**config.mk**
```make
export PLATFORM = sky130hd
export DESIGN_NAME = frame_aligner
export DESIGN_NICKNAME = d
export VERILOG_FILES = /design/src/rtl/frame_pkg.sv /design/src/rtl/frame_aligner_fas_detect.sv /design/src/rtl/frame_aligner.sv
export SDC_FILE = /design/constraint.sdc
export NUM_CORES = 1
export LEC_CHECK = 0
export ABC_AREA = 0
export BUFFER_PORTS_ARGS = -buffer_cell sky130_fd_sc_hd__buf_2
export CAP_MARGIN = 20
export CORE_ASPECT_RATIO = 0.9
export CORE_UTILIZATION = 40
export CTS_CLUSTER_SIZE = 25
export DETAILED_ROUTE_END_ITERATION = 10
export GPL_ROUTABILITY_DRIVEN = 0
export PLACE_DENSITY = 0.55
export SYNTH_ARGS = -nofsm -noshare
export SYNTH_HDL_FRONTEND = slang
export SYNTH_HIERARCHICAL = 1
export SYNTH_SLANG_ARGS = --single-unit
```
**constraint.sdc**
```tcl
create_clock -name i_clk -period 7.3 [get_ports i_clk]
set_clock_uncertainty 0.2 [all_clocks]
set_input_delay 0.73 -clock i_clk [delete_from_list [all_inputs] [get_ports i_clk]]
set_output_delay 0.73 -clock i_clk [all_outputs]
set_load 0.02 [all_outputs]
```
**src/rtl/frame_pkg.sv**
```systemverilog
// Shared framing constants and aligner state type.
// The mapper's FAS insertion uses the same FAS bytes and frame geometry.
package frame_pkg;

    localparam int         ROW_NUM     = 4;
    localparam int         COL_NUM     = 1024;
    localparam logic [7:0] FAS_B0      = 8'hF6;
    localparam logic [7:0] FAS_B1      = 8'h28;
    localparam int         PRESYNC_NUM = 2;
    localparam int         LOSS_NUM    = 3;

    typedef enum logic [1:0] {
        HUNT    = 2'd0,
        PRESYNC = 2'd1,
        SYNC    = 2'd2
    } align_state_t;

    // True when the byte pair {prev, cur} equals the FAS pair {b0, b1}.
    function automatic logic fas_pair_match(
        input logic [7:0] prev,
        input logic [7:0] cur,
        input logic [7:0] b0,
        input logic [7:0] b1
    );
        return (prev == b0) && (cur == b1);
    endfunction

endpackage

```
**src/rtl/frame_aligner_fas_detect.sv**
```systemverilog
// fas_detect: two-entry byte delay line advanced on valid beats, with a
// combinational strobe when the newest stored byte and the incoming byte
// form the FAS pair. o_leave is the byte pushed out by the current beat.
module fas_detect #(
    parameter logic [7:0] B0 = frame_pkg::FAS_B0,
    parameter logic [7:0] B1 = frame_pkg::FAS_B1
) (
    input  logic       i_clk,
    input  logic       i_rst,
    input  logic [7:0] i_data,
    input  logic       i_valid,
    output logic [7:0] o_leave,
    output logic       o_match
);
    import frame_pkg::*;

    logic [7:0] line0_q;
    logic [7:0] line1_q;
    logic [7:0] line0_d;
    logic [7:0] line1_d;

    // Shift the line only on valid beats so gaps freeze the comparison window.
    always_comb begin
        line0_d = line0_q;
        line1_d = line1_q;
        if (i_valid) begin
            line0_d = i_data;
            line1_d = line0_q;
        end else begin
            line0_d = line0_q;
            line1_d = line1_q;
        end
    end

    // Delay line storage.
    always_ff @(posedge i_clk or negedge i_rst) begin
        if (!i_rst) begin
            line0_q <= 8'h00;
            line1_q <= 8'h00;
        end else begin
            line0_q <= line0_d;
            line1_q <= line1_d;
        end
    end

    assign o_leave = line1_q;
    assign o_match = i_valid && fas_pair_match(line0_q, i_data, B0, B1);

endmodule

```
**src/rtl/frame_aligner.sv**
```systemverilog
// frame_aligner: hunts the byte stream for the 2-byte FAS, confirms it over
// consecutive frames and then forwards whole frames with a strobe on byte 0.
// Nothing is forwarded out of frame, so downstream always starts at a frame
// boundary.
// Optional build macro FRAME_ALIGN_STATS_EN adds the o_lof_cnt port and a
// saturating loss-of-frame event counter.
module frame_aligner #(
    parameter int         ROW_NUM     = frame_pkg::ROW_NUM,
    parameter int         COL_NUM     = frame_pkg::COL_NUM,
    parameter logic [7:0] FAS_B0      = frame_pkg::FAS_B0,
    parameter logic [7:0] FAS_B1      = frame_pkg::FAS_B1,
    parameter int         PRESYNC_NUM = frame_pkg::PRESYNC_NUM,
    parameter int         LOSS_NUM    = frame_pkg::LOSS_NUM
) (
    input  logic        i_clk,
    input  logic        i_rst,
    input  logic [7:0]  i_ser_data,
    input  logic        i_ser_data_valid,
    output logic [7:0]  o_frame_data,
    output logic        o_frame_data_valid,
    output logic        o_frame_data_fas,
`ifdef FRAME_ALIGN_STATS_EN
    output logic        o_in_frame,
    output logic [15:0] o_lof_cnt
`else
    output logic        o_in_frame
`endif
);
    import frame_pkg::*;

    localparam int FRAME_BYTES = ROW_NUM * COL_NUM;
    localparam int POS_W       = $clog2(FRAME_BYTES);
    localparam int GOOD_W      = $clog2(PRESYNC_NUM + 1);
    localparam int MISS_W      = $clog2(LOSS_NUM + 1);

    localparam logic [POS_W-1:0]  POS_ZERO  = {POS_W{1'b0}};
    localparam logic [POS_W-1:0]  POS_ONE   = POS_W'(1);
    localparam logic [POS_W-1:0]  POS_LAST  = POS_W'(FRAME_BYTES - 1);
    localparam logic [GOOD_W-1:0] GOOD_ZERO = {GOOD_W{1'b0}};
    localparam logic [GOOD_W-1:0] GOOD_ONE  = GOOD_W'(1);
    localparam logic [GOOD_W-1:0] GOOD_TGT  = GOOD_W'(PRESYNC_NUM);
    localparam logic [MISS_W-1:0] MISS_ZERO = {MISS_W{1'b0}};
    localparam logic [MISS_W-1:0] MISS_ONE  = MISS_W'(1);
    localparam logic [MISS_W-1:0] MISS_TGT  = MISS_W'(LOSS_NUM);

    align_state_t      state_q,    state_d;
    logic [POS_W-1:0]  pos_q,      pos_d;
    logic [GOOD_W-1:0] good_q,     good_d;
    logic [MISS_W-1:0] miss_q,     miss_d;
    logic [7:0]        data_q,     data_d;
    logic              valid_q,    valid_d;
    logic              fas_q,      fas_d;
    logic              in_frame_q, in_frame_d;

    logic [POS_W-1:0]  cur_pos_s;
    logic              check_s;
    logic              match_s;
    logic              emit_s;
    logic [7:0]        leave_s;

    fas_detect #(
        .B0 (FAS_B0),
        .B1 (FAS_B1)
    ) u_fas_detect (
        .i_clk   (i_clk),
        .i_rst   (i_rst),
        .i_data  (i_ser_data),
        .i_valid (i_ser_data_valid),
        .o_leave (leave_s),
        .o_match (match_s)
    );

    // Position of the incoming byte; the FAS check is decided on the pos-1 byte.
    always_comb begin
        cur_pos_s = POS_ZERO;
        if (pos_q == POS_LAST) begin
            cur_pos_s = POS_ZERO;
        end else begin
            cur_pos_s = pos_q + POS_ONE;
        end
        check_s = (cur_pos_s == POS_ONE);
    end

    // Alignment FSM next state plus position and good/miss counters.
    always_comb begin
        state_d = state_q;
        pos_d   = pos_q;
        good_d  = good_q;
        miss_d  = miss_q;
        if (i_ser_data_valid) begin
            case (state_q)
                HUNT: begin
                    if (match_s) begin
                        pos_d = POS_ONE;
                        if (GOOD_TGT == GOOD_ONE) begin
                            state_d = SYNC;
                            good_d  = GOOD_ZERO;
                            miss_d  = MISS_ZERO;
                        end else begin
                            state_d = PRESYNC;
                            good_d  = GOOD_ONE;
                        end
                    end else begin
                        // A failed pair leaves the current byte as the next B0 candidate.
                        pos_d  = POS_ZERO;
                        good_d = GOOD_ZERO;
                    end
                end
                PRESYNC: begin
                    pos_d = cur_pos_s;
                    if (check_s) begin
                        if (match_s) begin
                            if ((good_q + GOOD_ONE) == GOOD_TGT) begin
                                state_d = SYNC;
                                good_d  = GOOD_ZERO;
                                miss_d  = MISS_ZERO;
                            end else begin
                                good_d = good_q + GOOD_ONE;
                            end
                        end else begin
                            state_d = HUNT;
                            pos_d   = POS_ZERO;
                            good_d  = GOOD_ZERO;
                        end
                    end else begin
                        good_d = good_q;
                    end
                end
                SYNC: begin
                    pos_d = cur_pos_s;
                    if (check_s) begin
                        if (match_s) begin
                            miss_d = MISS_ZERO;
                        end else if ((miss_q + MISS_ONE) == MISS_TGT) begin
                            state_d = HUNT;
                            pos_d   = POS_ZERO;
                            miss_d  = MISS_ZERO;
                        end else begin
                            miss_d = miss_q + MISS_ONE;
                        end
                    end else begin
                        miss_d = miss_q;
                    end
                end
                default: begin
                    state_d = HUNT;
                    pos_d   = POS_ZERO;
                    good_d  = GOOD_ZERO;
                    miss_d  = MISS_ZERO;
                end
            endcase
        end else begin
            state_d = state_q;
            pos_d   = pos_q;
        end
    end

    // Output gating: a byte leaving the delay line is forwarded only while the
    // FSM was already in SYNC, so the first byte after lock is the confirming
    // FAS_B0 and the byte after a loss is never the bad frame's FAS.
    always_comb begin
        emit_s     = i_ser_data_valid && (state_q == SYNC);
        valid_d    = emit_s;
        fas_d      = emit_s && (pos_q == POS_ONE);
        data_d     = data_q;
        in_frame_d = in_frame_q;
        if (emit_s) begin
            data_d = leave_s;
        end else begin
            data_d = data_q;
        end
        // In-frame rises with the first forwarded byte and falls with the last.
        if (i_ser_data_valid) begin
            in_frame_d = (state_q == SYNC) && (state_d == SYNC);
        end else begin
            in_frame_d = in_frame_q;
        end
    end

    // State, counters and registered outputs.
    always_ff @(posedge i_clk or negedge i_rst) begin
        if (!i_rst) begin
            state_q    <= HUNT;
            pos_q      <= POS_ZERO;
            good_q     <= GOOD_ZERO;
            miss_q     <= MISS_ZERO;
            data_q     <= 8'h00;
            valid_q    <= 1'b0;
            fas_q      <= 1'b0;
            in_frame_q <= 1'b0;
        end else begin
            state_q    <= state_d;
            pos_q      <= pos_d;
            good_q     <= good_d;
            miss_q     <= miss_d;
            data_q     <= data_d;
            valid_q    <= valid_d;
            fas_q      <= fas_d;
            in_frame_q <= in_frame_d;
        end
    end

    assign o_frame_data       = data_q;
    assign o_frame_data_valid = valid_q;
    assign o_frame_data_fas   = fas_q;
    assign o_in_frame         = in_frame_q;

`ifdef FRAME_ALIGN_STATS_EN
    logic        lof_s;
    logic [15:0] lof_cnt_q;
    logic [15:0] lof_cnt_d;

    // A loss-of-frame event is the bad check that exhausts the miss budget.
    always_comb begin
        lof_s = i_ser_data_valid && (state_q == SYNC) && check_s && !match_s &&
                ((miss_q + MISS_ONE) == MISS_TGT);
        if (lof_s && (lof_cnt_q != 16'hFFFF)) begin
            lof_cnt_d = lof_cnt_q + 16'd1;
        end else begin
            lof_cnt_d = lof_cnt_q;
        end
    end

    // Saturating loss-of-frame counter.
    always_ff @(posedge i_clk or negedge i_rst) begin
        if (!i_rst) begin
            lof_cnt_q <= 16'h0000;
        end else begin
            lof_cnt_q <= lof_cnt_d;
        end
    end

    assign o_lof_cnt = lof_cnt_q;
`endif

endmodule
```
==> metrics.md, run 1 <==
| Metric | Value |
|---|---|
| Most frequent cells in the layout | dfrtp_1 (45), nand2_1 (40), buf_2 (21) |
| Pwr dens | 242.3 mW/mm2 |
| Syn_area_per_cell | 10.24 um2 |
| RSZ-0062 raised after global routing | false |
| Dpl hpwl | 3469 um |
| Status | finished clean |
| Hold-fix buffers at CTS | 0 |
| Fillers | 558 |
| Ys async rst share | 100.0% |
| Max VDD drop | 0.00009235 V |
| Clk buf depth | 2 |
| Post-Route Setup TNS | 0 ps |
| Register area share after synthesis | 45.09% |
| N_diodes | 0 |
| Sequential power share | 51.8% |
| DR vias/cell | 5.526 |
| Final Max Slew Viols | 0 |
| Top cell type by total area after synthesis | dfrtp_1 |
| Placement Setup Slack | 3609 ps |
| Gate power share | 19.1% |
| Vias in the first global route | 1724 |
| Tcrit/Tclk final | 46.38% |
| Total gr overflow | 0 |
| Min Tclk post-route | 3386 ps |
| Pin count of the biggest net entering global routing | 46 |
| Sw Share | 32.18% |
| DR pass1 iterations | 4 |
| Tot Pwr | 649.9 uW |
| Synth top area share | 45.09% |
| Final hold violations | 0 |
| # IOs | 22 |
| Layout cells sized above 1 | 26.85% |
| DP Area | 0.002551 mm2 |
| Starting density of the core | 42.65% |
| Unique masters post-synth | 55 |
| H-tree levels | 2 |
| Mapped Cells | 244 |
| Worst Path Required | 7290 ps |
| Clock Sink Count | 45 |
| Finished Layout Cells | 327 |
| Total CTS buffers | 5 |
| DRT Wirelength | 5038 um |
| Die area | 0.006564 mm2 |
| Placed insts | 318 |
| Slew HR | 50.81% |
| Clk pwr share | 29.1% |
| DR DRC count | 0 |
| Die Ht | 76.96 um |
| Root buf cell | clkbuf_8 |
| PortBufs | 21 |
| Commonest non-fill, non-tap cell in the layout | dfrtp_1 |
| Design area | 0.002683 mm2 |
| Row cnt | 26 |
| DRT iter0 DRCs | 87 |
| Net Count, Synth | 257 |
| First-pass GRT wire length | 8687 um |
| Nets@finish | 269 |
| YS warnings | 6 |
| Via Count | 1807 |
| Post-CTS setup buffers | 0 |
| Max cap viols | 0 |
| CTS resizes | 0 |
| Clk_lat worst skew | 300 ps |
| Worst setup EP type | register |
| Critical path arrival | 3370 ps |
| Slew @ Worst Pin | 731.7 ps |
| Synth Register Bits | 45 |
| Die X-Extent | 85.29 um |
| Internal | 440.8 uW |
| WL/cell | 15.41 um |
| Highest clock rate | 295.4 MHz |
| Synth-to-layout area growth | 7.415% |
| Type of origin of the critical path | primary input |
| R2r worst-path depth | 8 |
| Net Sw Power | 209.1 uW |
| Worst setup margin | 3914 ps |
| Clock slew seen by the registers of the worst setup and hold paths | 90 ps |
| Initial antenna violation count | 0 |
| Post-synth EDFFs | 0 |
| Core area | 0.005856 mm2 |
| Kind of critical path | in2reg |
| Syn Std Cell Area | 0.002497 mm2 |
| Top cells by area, synth | dfrtp_1 (45%), mux2_2 (7.2%), nand2_1 (6.0%) |
| All-Layer GR Usage | 16.72% |
| CP max FO | 33 |
| CTS tree | built |
| Final setup viols | 0 |
| Post-synth top flop | dfrtp_1 |
| Worst Hold Class | in2async |
| DRT antenna net count | 0 |
| Cell leakage power | 0.001169 uW |
flip-flops by register name, summed over array words and instances, names as in the netlist:
signal,cells
good_q,2
miss_q,2
o_frame_data,8
o_frame_data_fas,1
o_frame_data_valid,1
o_in_frame,1
pos_q,12
state_q,2
u_fas_detect/line0_q,8
u_fas_detect/o_leave,8
logic make-up (layout without fill, tap and decap cells):
family / count (synthesis) / count (layout) / synth area share, %
compound gates: 45 / 45 / 13.93
xor+xnor: 3 / 3 / 1.052
fa+ha+maj: 2 / 2 / 1.002
buf+inv: 33 / 46 / 7.965
flops: 45 / 45 / 45.09
mux: 17 / 17 / 7.615
simple gates: 99 / 99 / 23.35
cell type report:
class | instances | area, um2 | area share, %
clock inverter | 2 | 38.79 | 1.446
multi-input combinational | 166 | 1172 | 43.70
inverter | 16 | 60.06 | 2.239
tap | 70 | 87.58 | 3.265
clock buffer | 6 | 72.57 | 2.705
sequential | 45 | 1126 | 41.98
timing repair buffer | 22 | 125.1 | 4.664
critical path, stage by stage:
cell and delay, ps:
buf_2 540, nand2_4 80, nor4_2 700, nor2_1 80
nand2_1 110, nor4_2 60, o22ai_2 640, inv_1 130
o41ai_1 290
per-stage QoR:
step	hold slack, ps	util, %
floorplan	234.4	-
global placement	247.4	43.57
detailed placement	258.0	43.57
CTS	280.0	45.47
global route	173.9	45.81
finish	139.6	45.81
metal layers:
layer	GRT usage [%]	wire length, um	vias up
met1	25.19	2633	871
li1	-	-	905
met3	2.906	159	5
met5	0	0	-
met2	24.68	2197	26
met4	4.500	48	0
cells in the mapped netlist (4+ instances only):
master and number:
o21ai_0 4, nand3_1 10, nor4_1 6, buf_6 6
nor4_2 5, nor2_1 8, o22ai_1 4, nor3_1 4
clkbuf_1 4, o22ai_2 4, nand4_1 4, inv_1 15
a31oi_1 6, nand2_1 40, dfrtp_1 45, mux2_2 16
o21ai_1 6
power by group through the flow:
stage | clock [uW] | sequential [uW] | combinational (uW)
floorplan | 0 | 301 | 155
global placement | 0 | 340 | 123
detailed placement | 0 | 341 | 122
CTS | 195 | 336 | 124
global route | 205 | 344 | 140
finish | 189 | 337 | 124
path summary, 6_finish.rpt:
| path | startpoint | end | slack [ps] |
|---|---|---|---|
| min | i_rst | pos_q[10]$_DFFE_PN0P_ | 140 |
| max reg2reg | pos_q[0]$_DFFE_PN0P_ | pos_q[1]$_DFFE_PN0P_ | 4130 |
| max in group asynchronous | i_rst | u_fas_detect/o_leave[3]$_DFFE_PN0P_ | 6270 |
| max | i_ser_data_valid | pos_q[1]$_DFFE_PN0P_ | 3910 |
| min in group i_clk | u_fas_detect/o_leave[7]$_DFFE_PN0P_ | o_frame_data[7]$_DFFE_PN0P_ | 270 |
| min reg2reg | u_fas_detect/o_leave[7]$_DFFE_PN0P_ | o_frame_data[7]$_DFFE_PN0P_ | 270 |
(Power assumes the default switching activity.)
==> inputs of run 2 (changes only) <==
--- a/config.mk
+++ b/config.mk
@@ -13,7 +13,7 @@
 export CTS_CLUSTER_SIZE = 25
 export DETAILED_ROUTE_END_ITERATION = 10
 export GPL_ROUTABILITY_DRIVEN = 0
-export PLACE_DENSITY = 0.55
+export PLACE_DENSITY = 0.57
 export SYNTH_ARGS = -nofsm -noshare
 export SYNTH_HDL_FRONTEND = slang
 export SYNTH_HIERARCHICAL = 1
==> constraint.sdc (replaced) <==
create_clock -name i_clk -period 2.95 [get_ports i_clk]
set_clock_uncertainty 0.2 [all_clocks]
set_input_delay 0.295 -clock i_clk [delete_from_list [all_inputs] [get_ports i_clk]]
set_output_delay 0.295 -clock i_clk [all_outputs]
set_load 0.02 [all_outputs]
==> metrics.md, run 2 (synthesized netlist as in run 1, its figures left out) <==
| Metric | Value |
|---|---|
| DRT antenna net count | 0 |
| Die X-Extent | 85.29 um |
| WHS Endpoint | u_fas_detect/line0_q[2]$_DFFE_PN0P_ |
| R2r worst-path depth | 9 |
| Final hold violations | 0 |
| Type of origin of the critical path | register |
| DR pass1 iterations | 4 |
| Clk buf depth | 2 |
| Largest register by flop count | pos_q |
| Worst setup EP type | register |
| Clock slew seen by the registers of the worst setup and hold paths | 90 ps |
| Root buf cell | clkbuf_8 |
| Slew @ Worst Pin | 520.3 ps |
| Kind of critical path | reg2reg |
| Clock Sink Count | 45 |
| Hold Startpoint | i_ser_data[2] |
| Hold-critical path depth | 2 |
| Dpl hpwl | 3585 um |
| Starting density of the core | 42.65% |
| R2r endpoint | miss_q[0]$_DFFE_PN0P_ |
| DR DRC count | 0 |
| Die Ht | 76.96 um |
| Post-CTS setup buffers | 0 |
| Highest clock rate | 353.7 MHz |
| DRT iter0 DRCs | 162 |
| DRT Wirelength | 5198 um |
| Die area | 0.006564 mm2 |
| Total gr overflow | 0 |
| PortBufs | 21 |
| Placement Setup Slack | 113.9 ps |
| Worst setup margin | 122.5 ps |
| Worst Hold Class | in2reg |
| CTS tree | built |
| Multi-input logic area | 0.001185 mm2 |
| Final Max Slew Viols | 0 |
| Max VDD drop | 0.0002424 V |
| Vias in the first global route | 1658 |
| Max cap viols | 0 |
| # IOs | 22 |
| Clk_lat worst skew | 300 ps |
| Tcrit/Tclk final | 95.85% |
| Total CTS buffers | 5 |
| First-pass GRT wire length | 8576 um |
| FF+latch area | 0.001126 mm2 |
| Min Tclk post-route | 2827 ps |
| Nets@finish | 279 |
| Reg2reg setup slack | 120 ps |
| Pin count of the biggest net entering global routing | 46 |
| Critical path arrival | 2820 ps |
| Status | finished clean |
| Worst Path Required | 2940 ps |
| RSZ-0062 raised after global routing | false |
| Via Count | 1854 |
| Row cnt | 26 |
| Worst flop-to-flop path startpoint | pos_q[0]$_DFFE_PN0P_ |
| Slew HR | 65.27% |
| CP max FO | 10 |
| Layout cells sized above 1 | 30.71% |
| DR vias/cell | 5.501 |
| Final setup viols | 0 |
| Most frequent cells in the layout | dfrtp_1 (45), nand2_1 (40), buf_2 (21) |
| Synth-to-layout area growth | 11.22% |
| All-Layer GR Usage | 16.83% |
| Initial antenna violation count | 0 |
| Fillers | 549 |
| Commonest non-fill, non-tap cell in the layout | dfrtp_1 |
| Post-Route Setup TNS | 0 ps |
| N_diodes | 0 |
| Max reg flops | 12 |
| Core area | 0.005856 mm2 |
| Cell leakage power | 0.001219 uW |
| Pwr dens | 597.7 mW/mm2 |
| WL/cell | 15.42 um |
| H-tree levels | 2 |
==> run 2: worst max path at each step <==
stage                         start                    end  slack, ps  cells after the start
3_5_place_dp   pos_q[0]$_DFFE_PN0P_   pos_q[7]$_DFFE_PN0P_        110                      9
5_1_grt        pos_q[0]$_DFFE_PN0P_   pos_q[7]$_DFFE_PN0P_          6                      9
3_3_place_gp   pos_q[0]$_DFFE_PN0P_  miss_q[0]$_DFFE_PN0P_        190                      9
6_report       pos_q[0]$_DFFE_PN0P_  miss_q[0]$_DFFE_PN0P_        120                      9
2_1_floorplan  pos_q[0]$_DFFE_PN0P_  miss_q[0]$_DFFE_PN0P_        380                      8
4_1_cts        pos_q[0]$_DFFE_PN0P_   pos_q[7]$_DFFE_PN0P_         20                      9
==> run 2: metrics by stage <==
| stage | instance area (um2) | instances | total power, uW | hold slack, ps | util [%] |
|---|---|---|---|---|---|
| final | 2778 | 337 | 1660 | 30.96 | 47.44 |
| after global routing | 2778 | 337 | 1750 | 19.41 | 47.44 |
| after CTS | 2745 | 336 | 1657 | 20.81 | 46.88 |
| after detailed placement | 2619 | 327 | 1162 | 258.3 | 44.72 |
| after global placement | 2619 | 327 | 1165 | 249.0 | 44.72 |
| after floorplan | 2497 | 244 | 1126 | -200.6 | - |
==> run 2: metal layers <==
layer	routed length (um)	track usage [%]	share of wire, %
met1	2862	26.94	55
met4	78	7.000	1.5
met5	0	0	0
met2	2028	21.69	39
met3	229	3.014	4.4
==> run 2: final cells by class <==
type | instances | share of cell area (%)
clock inverter | 3 | 1.712
sequential | 45 | 40.54
timing repair buffer | 32 | 7.297
inverter | 16 | 2.162
tap | 70 | 3.153
multi-input combinational | 166 | 42.66
clock buffer | 5 | 2.477
==> run 2: critical path: stages (launching register included) <==
cell and delay, ps:
dfrtp_1 480, ha_2 290, nand3_4 160, nor4_2 380, buf_4 190, nor3_1 50, or3_4 420, nor2_4 150
o221ai_2 110, mux2_2 290
==> run 2: power by group <==
group          switching (uW)  total [uW]  internal [uW]
sequential                125         815            690
clock                     235         494            259
combinational             190         351            161
total                     550        1660           1110
==> run 2: what timing repair did <==
| item | in CTS | in global routing |
|---|---|---|
| resized for setup | 0 | 3 |
| hold buffers | 1 | 0 |
| hold endpoints to repair | 25 | 0 |
| endpoints found under the setup margin | 0 | 14 |
==> inputs of run 3 (changes only) <==
--- a/config.mk
+++ b/config.mk
@@ -13,7 +13,7 @@
 export CTS_CLUSTER_SIZE = 25
 export DETAILED_ROUTE_END_ITERATION = 10
 export GPL_ROUTABILITY_DRIVEN = 0
-export PLACE_DENSITY = 0.57
+export PLACE_DENSITY = 0.55
 export SYNTH_ARGS = -nofsm -noshare
 export SYNTH_HDL_FRONTEND = slang
 export SYNTH_HIERARCHICAL = 1
==> constraint.sdc (replaced) <==
create_clock -name i_clk -period 3.66 [get_ports i_clk]
set_clock_uncertainty 0.2 [all_clocks]
set_input_delay 0.366 -clock i_clk [delete_from_list [all_inputs] [get_ports i_clk]]
set_output_delay 0.366 -clock i_clk [all_outputs]
set_load 0.02 [all_outputs]
==> metrics.md, run 3 (synthesized netlist as in run 1, its figures left out) <==
| Metric | Value |
|---|---|
| Critical path arrival | 3000 ps |
| Core area | 0.005856 mm2 |
| Slew HR | 57.95% |
| Total gr overflow | 0 |
| Via Count | 1834 |
| Reg2reg setup slack | 650 ps |
| CTS resizes | 0 |
| Status | finished clean |
| Clk_lat worst skew | 300 ps |
| DRT antenna net count | 0 |
| Die area | 0.006564 mm2 |
| Largest register by flop count | pos_q |
| Die Ht | 76.96 um |
| RSZ-0062 raised after global routing | false |
| Worst flop-to-flop path startpoint | pos_q[0]$_DFFE_PN0P_ |
| WL/cell | 15.31 um |
| Worst setup margin | 647.0 ps |
| Pwr dens | 478.2 mW/mm2 |
| Max reg flops | 12 |
| Kind of critical path | reg2reg |
| PortBufs | 21 |
| Cell leakage power | 0.001191 uW |
| Final setup viols | 0 |
| Worst Path Required | 3650 ps |
| Commonest non-fill, non-tap cell in the layout | dfrtp_1 |
| CTS tree | built |
| Clock slew seen by the registers of the worst setup and hold paths | 90 ps |
| Placement Setup Slack | 654.4 ps |
| All-Layer GR Usage | 16.88% |
| H-tree levels | 2 |
| DRT Wirelength | 5069 um |
| Worst Hold Class | in2reg |
| Post-CTS setup buffers | 0 |
| Initial antenna violation count | 0 |
| DR pass1 iterations | 4 |
| Post-Route Setup TNS | 0 ps |
| Row cnt | 26 |
| R2r endpoint | pos_q[5]$_DFFE_PN0P_ |
| Hold-fix buffers at CTS | 0 |
| Most frequent cells in the layout | dfrtp_1 (45), nand2_1 (40), buf_2 (21) |
| Die X-Extent | 85.29 um |
| Root buf cell | clkbuf_8 |
| Synth-to-layout area growth | 9.018% |
| Tot Pwr | 1302 uW |
| # IOs | 22 |
| Pin count of the biggest net entering global routing | 46 |
| Min Tclk post-route | 3013 ps |
| Final Max Slew Viols | 0 |
| Clk buf depth | 2 |
| Type of origin of the critical path | register |
| Hold Startpoint | i_ser_data[7] |
| Layout cells sized above 1 | 27.59% |
| Slew @ Worst Pin | 629.0 ps |
| Tcrit/Tclk final | 82.32% |
| Max VDD drop | 0.0001582 V |
| Nets@finish | 273 |
| WHS Endpoint | u_fas_detect/line0_q[7]$_DFFE_PN0P_ |
| Max cap viols | 0 |
| Clock Sink Count | 45 |
| DR DRC count | 0 |
| DR vias/cell | 5.541 |
| DRT iter0 DRCs | 107 |
| Final hold violations | 0 |
| R2r worst-path depth | 9 |
| Vias in the first global route | 1694 |
| Worst setup EP type | register |
| Highest clock rate | 331.9 MHz |
| Total CTS buffers | 5 |
| N_diodes | 0 |
| Hold-critical path depth | 2 |
| CP max FO | 10 |
| First-pass GRT wire length | 8625 um |
| Starting density of the core | 42.65% |
| Dpl hpwl | 3441 um |
-- run 3: cell count changes in the layout (fill, tap and decap cells not counted), sizes merged --
cell,previous run,this run
clkbuf,5,6
clkinv,1,2
inv,17,15
buf,31,25
-- run 3: layout make-up --
cell class                      count  area, um2
Fill cell                         577       3133
Sequential cell                    45       1126
Tap cell                           70      87.58
Inverter                           16      60.06
Timing Repair Buffer               26      165.2
Clock inverter                      2      38.79
Clock buffer                        6      72.57
Multi-Input combinational cell    166       1172
-- run 3: how the worst max path moves through the flow --
stage / startpoint / end / slack, ps / cells after the start
floorplan: pos_q[0]$_DFFE_PN0P_ / miss_q[0]$_DFFE_PN0P_ / 1090 / 8
global placement: pos_q[0]$_DFFE_PN0P_ / pos_q[9]$_DFFE_PN0P_ / 780 / 9
detailed placement: pos_q[0]$_DFFE_PN0P_ / pos_q[5]$_DFFE_PN0P_ / 650 / 9
CTS: pos_q[0]$_DFFE_PN0P_ / pos_q[5]$_DFFE_PN0P_ / 640 / 9
global route: pos_q[0]$_DFFE_PN0P_ / pos_q[7]$_DFFE_PN0P_ / 370 / 9
finish: pos_q[0]$_DFFE_PN0P_ / pos_q[5]$_DFFE_PN0P_ / 650 / 9
-- run 3: layer usage --
layer	vias to the layer above	wire [um]	track usage (%)
met4	0	72	6.500
li1	911	-	-
met1	872	2611	24.62
met3	7	223	3.229
met5	-	0	0
met2	44	2161	24.68
-- run 3: critical path: stages (launching register included) --
cell and delay [ps]:
dfrtp_1 460, ha_1 320, nand3_4 160, o31ai_1 400, o311ai_2 220, nor4_2 380
o22ai_2 220, buf_4 220, a31oi_1 230, o22ai_2 100
-- run 3: power by group --
| group | switching (uW) | internal [uW] |
|---|---|---|
| sequential | 116 | 556 |
| combinational | 132 | 121 |
| clock | 173 | 205 |
| total | 421 | 881 |
-- run 3: metrics by stage --
stage	hold slack (ps)	instance area (um2)	cells	util, %
6_report	103.3	2723	331	46.50
5_1_grt	99.59	2723	331	46.50
4_1_cts	59.52	2685	329	45.85
3_5_place_dp	251.1	2574	321	43.95
3_3_place_gp	247.0	2574	321	43.95
2_1_floorplan	-129.6	2497	244	-
